## src/rtl/xintf_wr_arbiter_if.sv

```systemverilog
`default_nettype none
// ============================================================================
// Module   : xintf_wr_arbiter_if
// Brief    : Request/grant/DPBRAM/handshake bundle for the XINTF write arbiter
// Revision : 1.0 - initial release
// ============================================================================
interface xintf_wr_arbiter_if #(
    parameter int ADDR_W = 9,
    parameter int DATA_W = 16,
    parameter int LEN_W  = 7
);
    logic [2:0]          i_req;
    logic [3*ADDR_W-1:0] i_req_addr;
    logic [3*LEN_W-1:0]  i_req_len;
    logic [3*DATA_W-1:0] i_wr_data;
    logic [2:0]          o_gnt;
    logic [2:0]          o_data_ack;
    logic [2:0]          o_done;
    logic                o_timeout;
    logic [ADDR_W-1:0]   o_xintf_z_to_d_addr;
    logic [DATA_W-1:0]   o_xintf_z_to_d_din;
    logic                o_xintf_z_to_d_ce;
    logic                o_w_valid;
    logic                i_w_ready;

    // Arbiter side
    modport slave (
        input  i_req, i_req_addr, i_req_len, i_wr_data, i_w_ready,
        output o_gnt, o_data_ack, o_done, o_timeout,
               o_xintf_z_to_d_addr, o_xintf_z_to_d_din, o_xintf_z_to_d_ce,
               o_w_valid
    );

    // Requesters plus DSP side
    modport master (
        output i_req, i_req_addr, i_req_len, i_wr_data, i_w_ready,
        input  o_gnt, o_data_ack, o_done, o_timeout,
               o_xintf_z_to_d_addr, o_xintf_z_to_d_din, o_xintf_z_to_d_ce,
               o_w_valid
    );
endinterface
`default_nettype wire

```

## src/rtl/xintf_wr_arbiter.sv

```systemverilog
`default_nettype none
// ============================================================================
// Module   : xintf_wr_arbiter
// Brief    : Round-robin 3-port burst writer into the Zynq->DSP XINTF DPBRAM
//            with valid/ready commit handshake toward the DSP.
// Revision : 1.0 - initial release
// ============================================================================
module xintf_wr_arbiter #(
    parameter int ADDR_W  = 9,
    parameter int DATA_W  = 16,
    parameter int LEN_W   = 7,
    parameter int TIMEOUT = 1024
) (
    input  wire logic         i_clk,
    input  wire logic         i_rst,
    xintf_wr_arbiter_if.slave bus
);

    localparam int TO_W = (TIMEOUT > 2) ? $clog2(TIMEOUT) : 1;

    typedef enum logic [2:0] {
        ST_IDLE      = 3'd0,
        ST_BURST     = 3'd1,
        ST_FLUSH     = 3'd2,
        ST_HANDSHAKE = 3'd3,
        ST_DONE      = 3'd4
    } state_t;

    state_t            state_q;
    logic [2:0]        gnt_q;
    logic [1:0]        gidx_q;
    logic [1:0]        last_gnt_q;
    logic [ADDR_W-1:0] addr_cnt_q;
    logic [LEN_W-1:0]  word_cnt_q;
    logic [TO_W-1:0]   to_cnt_q;
    logic [2:0]        done_q;
    logic              timeout_q;
    logic              ce_q;
    logic [ADDR_W-1:0] addr_q;
    logic [DATA_W-1:0] din_q;

    logic              w_win_vld;
    logic [1:0]        w_win_idx;
    logic [2:0]        w_win_oh;
    logic [ADDR_W-1:0] w_win_addr;
    logic [LEN_W-1:0]  w_win_len;
    logic [DATA_W-1:0] w_gnt_data;
    logic [ADDR_W-1:0] addr_cnt_d;
    logic [LEN_W-1:0]  word_cnt_d;
    logic [TO_W-1:0]   to_cnt_d;
    logic              w_to_expired;

    // Search order starts one past the last served port and ends on it.
    always_comb begin
        w_win_vld = |bus.i_req;
        w_win_idx = 2'd0;
        case (last_gnt_q)
            2'd0: begin
                if      (bus.i_req[1]) w_win_idx = 2'd1;
                else if (bus.i_req[2]) w_win_idx = 2'd2;
                else                   w_win_idx = 2'd0;
            end
            2'd1: begin
                if      (bus.i_req[2]) w_win_idx = 2'd2;
                else if (bus.i_req[0]) w_win_idx = 2'd0;
                else                   w_win_idx = 2'd1;
            end
            default: begin
                if      (bus.i_req[0]) w_win_idx = 2'd0;
                else if (bus.i_req[1]) w_win_idx = 2'd1;
                else                   w_win_idx = 2'd2;
            end
        endcase
        w_win_oh = 3'b001 << w_win_idx;
    end

    always_comb begin
        w_win_addr = bus.i_req_addr[0 +: ADDR_W];
        w_win_len  = bus.i_req_len[0 +: LEN_W];
        case (w_win_idx)
            2'd1: begin
                w_win_addr = bus.i_req_addr[ADDR_W +: ADDR_W];
                w_win_len  = bus.i_req_len[LEN_W +: LEN_W];
            end
            2'd2: begin
                w_win_addr = bus.i_req_addr[2*ADDR_W +: ADDR_W];
                w_win_len  = bus.i_req_len[2*LEN_W +: LEN_W];
            end
            default: ;
        endcase
    end

    always_comb begin
        w_gnt_data = bus.i_wr_data[0 +: DATA_W];
        case (gidx_q)
            2'd1:    w_gnt_data = bus.i_wr_data[DATA_W +: DATA_W];
            2'd2:    w_gnt_data = bus.i_wr_data[2*DATA_W +: DATA_W];
            default: ;
        endcase
    end

    // Address counter wraps naturally at 2^ADDR_W.
    assign addr_cnt_d   = addr_cnt_q + 1'b1;
    assign word_cnt_d   = word_cnt_q - 1'b1;
    assign to_cnt_d     = to_cnt_q + 1'b1;
    assign w_to_expired = (to_cnt_q == TO_W'(TIMEOUT - 1));

    always_ff @(posedge i_clk or negedge i_rst) begin
        if (!i_rst) begin
            state_q    <= ST_IDLE;
            gnt_q      <= '0;
            gidx_q     <= '0;
            last_gnt_q <= 2'd2;
            addr_cnt_q <= '0;
            word_cnt_q <= '0;
            to_cnt_q   <= '0;
            done_q     <= '0;
            timeout_q  <= 1'b0;
            ce_q       <= 1'b0;
            addr_q     <= '0;
            din_q      <= '0;
        end else begin
            // Write strobe and pulses are single-cycle unless BURST re-arms them.
            done_q    <= '0;
            timeout_q <= 1'b0;
            ce_q      <= 1'b0;
            addr_q    <= '0;
            case (state_q)
                ST_IDLE: begin
                    if (w_win_vld) begin
                        gnt_q      <= w_win_oh;
                        gidx_q     <= w_win_idx;
                        addr_cnt_q <= w_win_addr;
                        word_cnt_q <= w_win_len;
                        if (w_win_len == '0) begin
                            state_q <= ST_DONE;
                            done_q  <= w_win_oh;
                        end else begin
                            state_q <= ST_BURST;
                        end
                    end
                end
                ST_BURST: begin
                    ce_q       <= 1'b1;
                    addr_q     <= addr_cnt_q;
                    din_q      <= w_gnt_data;
                    addr_cnt_q <= addr_cnt_d;
                    word_cnt_q <= word_cnt_d;
                    if (word_cnt_q == LEN_W'(1)) begin
                        state_q <= ST_FLUSH;
                    end
                end
                ST_FLUSH: begin
                    to_cnt_q <= '0;
                    state_q  <= ST_HANDSHAKE;
                end
                ST_HANDSHAKE: begin
                    // Ready wins over a coincident expiry.
                    if (bus.i_w_ready) begin
                        state_q <= ST_DONE;
                        done_q  <= gnt_q;
                    end else if (w_to_expired) begin
                        state_q   <= ST_DONE;
                        done_q    <= gnt_q;
                        timeout_q <= 1'b1;
                    end else begin
                        to_cnt_q <= to_cnt_d;
                    end
                end
                ST_DONE: begin
                    last_gnt_q <= gidx_q;
                    gnt_q      <= '0;
                    to_cnt_q   <= '0;
                    word_cnt_q <= '0;
                    state_q    <= ST_IDLE;
                end
                default: begin
                    state_q <= ST_IDLE;
                    gnt_q   <= '0;
                end
            endcase
        end
    end

    assign bus.o_gnt               = gnt_q;
    assign bus.o_data_ack          = (state_q == ST_BURST) ? gnt_q : 3'b000;
    assign bus.o_done              = done_q;
    assign bus.o_timeout           = timeout_q;
    assign bus.o_xintf_z_to_d_addr = addr_q;
    assign bus.o_xintf_z_to_d_din  = din_q;
    assign bus.o_xintf_z_to_d_ce   = ce_q;
    assign bus.o_w_valid           = (state_q == ST_HANDSHAKE);

endmodule
`default_nettype wire

```

## src/flat_wrapper.sv

```systemverilog
// flat-port wrapper written by rule: the top's interface ports become plain ports
module xintf_wr_arbiter_flat 
#(
    parameter int ADDR_W  = 9,
    parameter int DATA_W  = 16,
    parameter int LEN_W   = 7,
    parameter int TIMEOUT = 1024
)
  (i_clk, i_rst, bus_i_req, bus_i_req_addr, bus_i_req_len, bus_i_wr_data, bus_i_w_ready, bus_o_gnt, bus_o_data_ack, bus_o_done, bus_o_timeout, bus_o_xintf_z_to_d_addr, bus_o_xintf_z_to_d_din, bus_o_xintf_z_to_d_ce, bus_o_w_valid);
  xintf_wr_arbiter_if #(.ADDR_W(ADDR_W), .DATA_W(DATA_W), .LEN_W(LEN_W)) bus_i ();
  input  wire logic i_clk;
  input  wire logic i_rst;
  input wire logic [$bits(bus_i.i_req)-1:0] bus_i_req;
  input wire logic [$bits(bus_i.i_req_addr)-1:0] bus_i_req_addr;
  input wire logic [$bits(bus_i.i_req_len)-1:0] bus_i_req_len;
  input wire logic [$bits(bus_i.i_wr_data)-1:0] bus_i_wr_data;
  input wire logic [$bits(bus_i.i_w_ready)-1:0] bus_i_w_ready;
  output wire logic [$bits(bus_i.o_gnt)-1:0] bus_o_gnt;
  output wire logic [$bits(bus_i.o_data_ack)-1:0] bus_o_data_ack;
  output wire logic [$bits(bus_i.o_done)-1:0] bus_o_done;
  output wire logic [$bits(bus_i.o_timeout)-1:0] bus_o_timeout;
  output wire logic [$bits(bus_i.o_xintf_z_to_d_addr)-1:0] bus_o_xintf_z_to_d_addr;
  output wire logic [$bits(bus_i.o_xintf_z_to_d_din)-1:0] bus_o_xintf_z_to_d_din;
  output wire logic [$bits(bus_i.o_xintf_z_to_d_ce)-1:0] bus_o_xintf_z_to_d_ce;
  output wire logic [$bits(bus_i.o_w_valid)-1:0] bus_o_w_valid;
  assign bus_i.i_req = bus_i_req;
  assign bus_i.i_req_addr = bus_i_req_addr;
  assign bus_i.i_req_len = bus_i_req_len;
  assign bus_i.i_wr_data = bus_i_wr_data;
  assign bus_i.i_w_ready = bus_i_w_ready;
  assign bus_o_gnt = bus_i.o_gnt;
  assign bus_o_data_ack = bus_i.o_data_ack;
  assign bus_o_done = bus_i.o_done;
  assign bus_o_timeout = bus_i.o_timeout;
  assign bus_o_xintf_z_to_d_addr = bus_i.o_xintf_z_to_d_addr;
  assign bus_o_xintf_z_to_d_din = bus_i.o_xintf_z_to_d_din;
  assign bus_o_xintf_z_to_d_ce = bus_i.o_xintf_z_to_d_ce;
  assign bus_o_w_valid = bus_i.o_w_valid;
  xintf_wr_arbiter #(.ADDR_W(ADDR_W), .DATA_W(DATA_W), .LEN_W(LEN_W), .TIMEOUT(TIMEOUT)) u_core (.i_clk(i_clk), .i_rst(i_rst), .bus(bus_i));
endmodule
```

## config.mk

```make
export PLATFORM = sky130hd
export DESIGN_NAME = xintf_wr_arbiter_flat
export DESIGN_NICKNAME = d
export VERILOG_FILES = /design/src/rtl/xintf_wr_arbiter_if.sv /design/src/rtl/xintf_wr_arbiter.sv /design/src/flat_wrapper.sv
export SDC_FILE = /design/constraint.sdc
export NUM_CORES = 1
export LEC_CHECK = 0
export ABC_AREA = 1
export ABC_CLOCK_PERIOD_IN_PS = 3500
export BUFFER_PORTS_ARGS = -buffer_cell sky130_fd_sc_hd__buf_2
export CAP_MARGIN = 20
export CORE_MARGIN = 2
export CORE_UTILIZATION = 54
export DETAILED_ROUTE_END_ITERATION = 10
export PLACE_DENSITY_LB_ADDON = 0.15
export SKIP_CTS_REPAIR_TIMING = 1
export SLEW_MARGIN = 20
export SYNTH_ARGS = -nofsm -noshare
export SYNTH_HDL_FRONTEND = slang
export SYNTH_SLANG_ARGS = --single-unit
```

## constraint.sdc

```tcl
create_clock -name i_clk -period 3.5 [get_ports i_clk]
set_input_delay 0.7 -clock i_clk [delete_from_list [all_inputs] [get_ports i_clk]]
set_output_delay 0.7 -clock i_clk [all_outputs]
set_load 0.1 [all_outputs]
```

==> flow_metrics.py <==
metrics = {
    "cells_and_area": {
        "syn_to_final_growth_pct": 22.18,
        "final_common_cell": "nand2_1",
        "diodes": 0,
        "drive_gt1_share_pct": 26.67,
        "nets": 781,
        "layout_common_cells": "169 x nand2_1, 138 x buf_2, 65 x dfrtp_1",
        "num-fill-cells": 660,
    },
    "floorplanning": {
        "io_pins": 139,
        "chipWidth_um": 89.45,
        "dieArea_um2": 8000,
        "die_h_um": 89.45,
        "coreArea_um2": 7176,
        "row_count": 31,
        "start_util_pct": 54.94,
    },
    "yosys": {
        "seq_area_frac_synth_pct": 41.92,
        "synth.largest_area_cell": "dfrtp_1",
        "syn_area_per_cell_um2": 7.274,
        "async_reset_ff_share_pct": 100.0,
        "synth_edf_count": 0,
        "synth_ff_type": "dfrtp_1",
        "synth.distinct_cells": 34,
        "netlist.area_leader.share_pct": 41.26,
        "ys_seq_elements": 66,
        "syn_inst": 542,
        "ys_warn_count": 0,
        "syn_area_um2": 3943,
        "synthTopCellsByArea": "dfrtp_1 41%, nand2_1 16%, nor2_1 5.1%",
        "synth_nets": 653,
    },
    "critical_path": {
        "path_class": "reg2reg",
        "crit_path_end_kind": "flip-flop",
        "reg2reg_depth": 11,
        "reg2reg_to": "u_core.state_q[0]$_DFFE_PN0P_",
        "ff2ff_setup_slack_ps": 680,
        "path_max_fanout": 29,
        "arrival_ps": 3040,
        "cp-startpoint": "u_core.last_gnt_q[1]$_DFFE_PN1N_",
        "r2r-start": "u_core.last_gnt_q[1]$_DFFE_PN1N_",
        "crit_path_end": "u_core.state_q[0]$_DFFE_PN0P_",
        "crit_path_start_kind": "flip-flop",
        "crit_required_ps": 3730,
    },
    "timing": {
        "hold_viol_final": 0,
        "rsz0062_at_grt": "false",
        "max_freq_mhz": 355.0,
        "tns_ps": 0,
        "max_slew_margin_pct": 38.92,
        "min_period_ps": 2817,
        "slew_violations": 0,
        "post-route-period-util_pct": 80.49,
        "setup_viol": 0,
        "tightest_slew_ps": 916.3,
        "fin_skew_ps": 9.211,
    },
    "pwr": {
        "combPwrFrac_pct": 65.7,
        "seqPwrFrac_pct": 24.0,
        "p_sw_mw": 3.207,
        "leakage_nw": 2.459,
        "internal_power_mw": 2.245,
        "p_sw_share_pct": 58.82,
        "powerDensity_nw_per_um2": 1132,
        "pwr-share-clk_pct": 10.4,
        "power_mw": 5.452,
        "ir_worst_vdd_uv": 956.5,
    },
    "clock_network": {
        "insertion_delay_ps": 340,
        "htree_levels": 3,
        "cts.clk_slew.worst_paths_ps": 70,
        "cts_root_buf": "clkbuf_8",
        "cts_sinks": 66,
        "cts_buffer_depth": 2,
        "cts_tree": "built",
        "cts_buffers": 9,
    },
    "grt": {
        "grt_pass1_wl_um": 16480,
        "grt_usage_pct": 26.46,
        "antenna_found_initial": 0,
        "overflow": 0,
        "grt_max_degree": 67,
        "grt_pass1_vias": 3760,
    },
    "placement": {
        "numPortBuffers": 138,
        "dpl.hpwl_um": 7457,
        "gp_congestion": 0.9335,
    },
    "routing": {
        "drtAntennaViolNets": 0,
        "wl_um": 10030,
        "dr_total_vias": 4108,
        "drtIter0Drc": 225,
        "drtPass1Iterations": 4,
        "drc": 0,
        "wl_per_cell_um": 12.96,
        "viasPerCell": 5.307,
    },
    "outcome": {
        "status": "finished clean",
    },
    "flow_run": {
        "cap_violations": 0,
    },
    "hold_path": {
        "holdCritPathClass": "reg2reg",
    },
}
## routing by layer
metal / up-vias / global-route usage [%] / share of wire, %
li1: 2029 / - / -
met1: 1931 / 33.39 / 43
met2: 138 / 45.05 / 50
met3: 10 / 4.801 / 5.9
met4: 0 / 10.31 / 1.4
met5: - / 0 / 0
## final cells by class
cell class	count	area (um^2)	share of cell area, %
Timing Repair Buffer	139	698.2	14.49
Clock buffer	11	141.4	2.935
Sequential cell	66	1653	34.31
Clock inverter	5	30.03	0.6234
Tap cell	99	123.9	2.571
Multi-Input combinational cell	410	2006	41.64
Inverter	44	165.2	3.429
## cell usage after synthesis (all sizes together), types with 2 or more instances
| library cell | n |
|---|---|
| o211ai | 5 |
| nand3 | 36 |
| a21oi | 36 |
| o21ai | 40 |
| a31o | 2 |
| nor2 | 60 |
| dfrtp | 65 |
| inv | 44 |
| clkbuf | 5 |
| a22o | 2 |
| xor2 | 2 |
| ha | 9 |
| nand2 | 174 |
| a31oi | 4 |
| buf | 17 |
| o22a | 16 |
| or2 | 8 |
| nor3 | 5 |
| nand4 | 5 |
## power by group through the flow
stage	clock [mW]	combinational (mW)	sequential, mW
3_3_place_gp	0	3.49	1.30
3_5_place_dp	0	3.59	1.31
2_1_floorplan	0	1.87	2.40
4_1_cts	0.576	3.60	1.30
6_report	0.566	3.58	1.31
5_1_grt	0.613	3.92	1.35
## registers in the layout, summed over array words and instances (netlist names)
register,count
u_core.bus.o_timeout,1
u_core.to_cnt_q,10
u_core.last_gnt_q,2
u_core.gidx_q,2
u_core.bus.o_xintf_z_to_d_addr,9
u_core.bus.o_xintf_z_to_d_din,16
u_core.bus.o_gnt,3
u_core.bus.o_xintf_z_to_d_ce,1
u_core.addr_cnt_q,9
u_core.bus.o_done,3
u_core.word_cnt_q,7
u_core.state_q,3
## worst max-delay path: stages, from the launching register on
cell and delay, ps:
dfstp_2 550, nand2_1 70, o211ai_1 290, inv_1 110, ha_1 630, or2_2 420, nand2_1 100, nand2_1 60
nor2_1 150, nand2_1 160, nand2_1 100, a21oi_1 50
## metrics by stage
stage	setup slack (ps)	area, um^2	cells	hold WS, ps	utilization (%)
finish	682.9	4817	774	509.3	67.13
floorplan	462.6	3943	542	404.4	-
global placement	510.3	4646	758	487.7	64.74
global route	386.7	4817	774	527.9	67.13
detailed placement	362.3	4646	758	493.0	64.74
CTS	700.0	4817	774	512.2	67.13
## cell families after synthesis
kind of cell	share of synthesized area, %
xor gates and xnor gates	0.4444
DFF	41.92
adders and majority gates	2.856
buffers and inverters	7.204
and+or+nand+nor	31.13
AOI/OAI and AO/OA	16.44
## worst min path at each step
stage                                                             start                                            end  slack, ps  depth (start not counted)
after CTS                 u_core.bus.o_xintf_z_to_d_din[11]$_DFFE_PN0P_  u_core.bus.o_xintf_z_to_d_din[11]$_DFFE_PN0P_        510                          1
final                     u_core.bus.o_xintf_z_to_d_din[11]$_DFFE_PN0P_  u_core.bus.o_xintf_z_to_d_din[11]$_DFFE_PN0P_        510                          1
after global placement    u_core.bus.o_xintf_z_to_d_din[15]$_DFFE_PN0P_  u_core.bus.o_xintf_z_to_d_din[15]$_DFFE_PN0P_        490                          1
after detailed placement  u_core.bus.o_xintf_z_to_d_din[15]$_DFFE_PN0P_  u_core.bus.o_xintf_z_to_d_din[15]$_DFFE_PN0P_        490                          1
after floorplan                                                   i_rst               u_core.addr_cnt_q[0]$_DFFE_PN0P_        400                          0
after global routing       u_core.bus.o_xintf_z_to_d_din[5]$_DFFE_PN0P_   u_core.bus.o_xintf_z_to_d_din[5]$_DFFE_PN0P_        530                          1
Power figures use the tool's default switching activity.
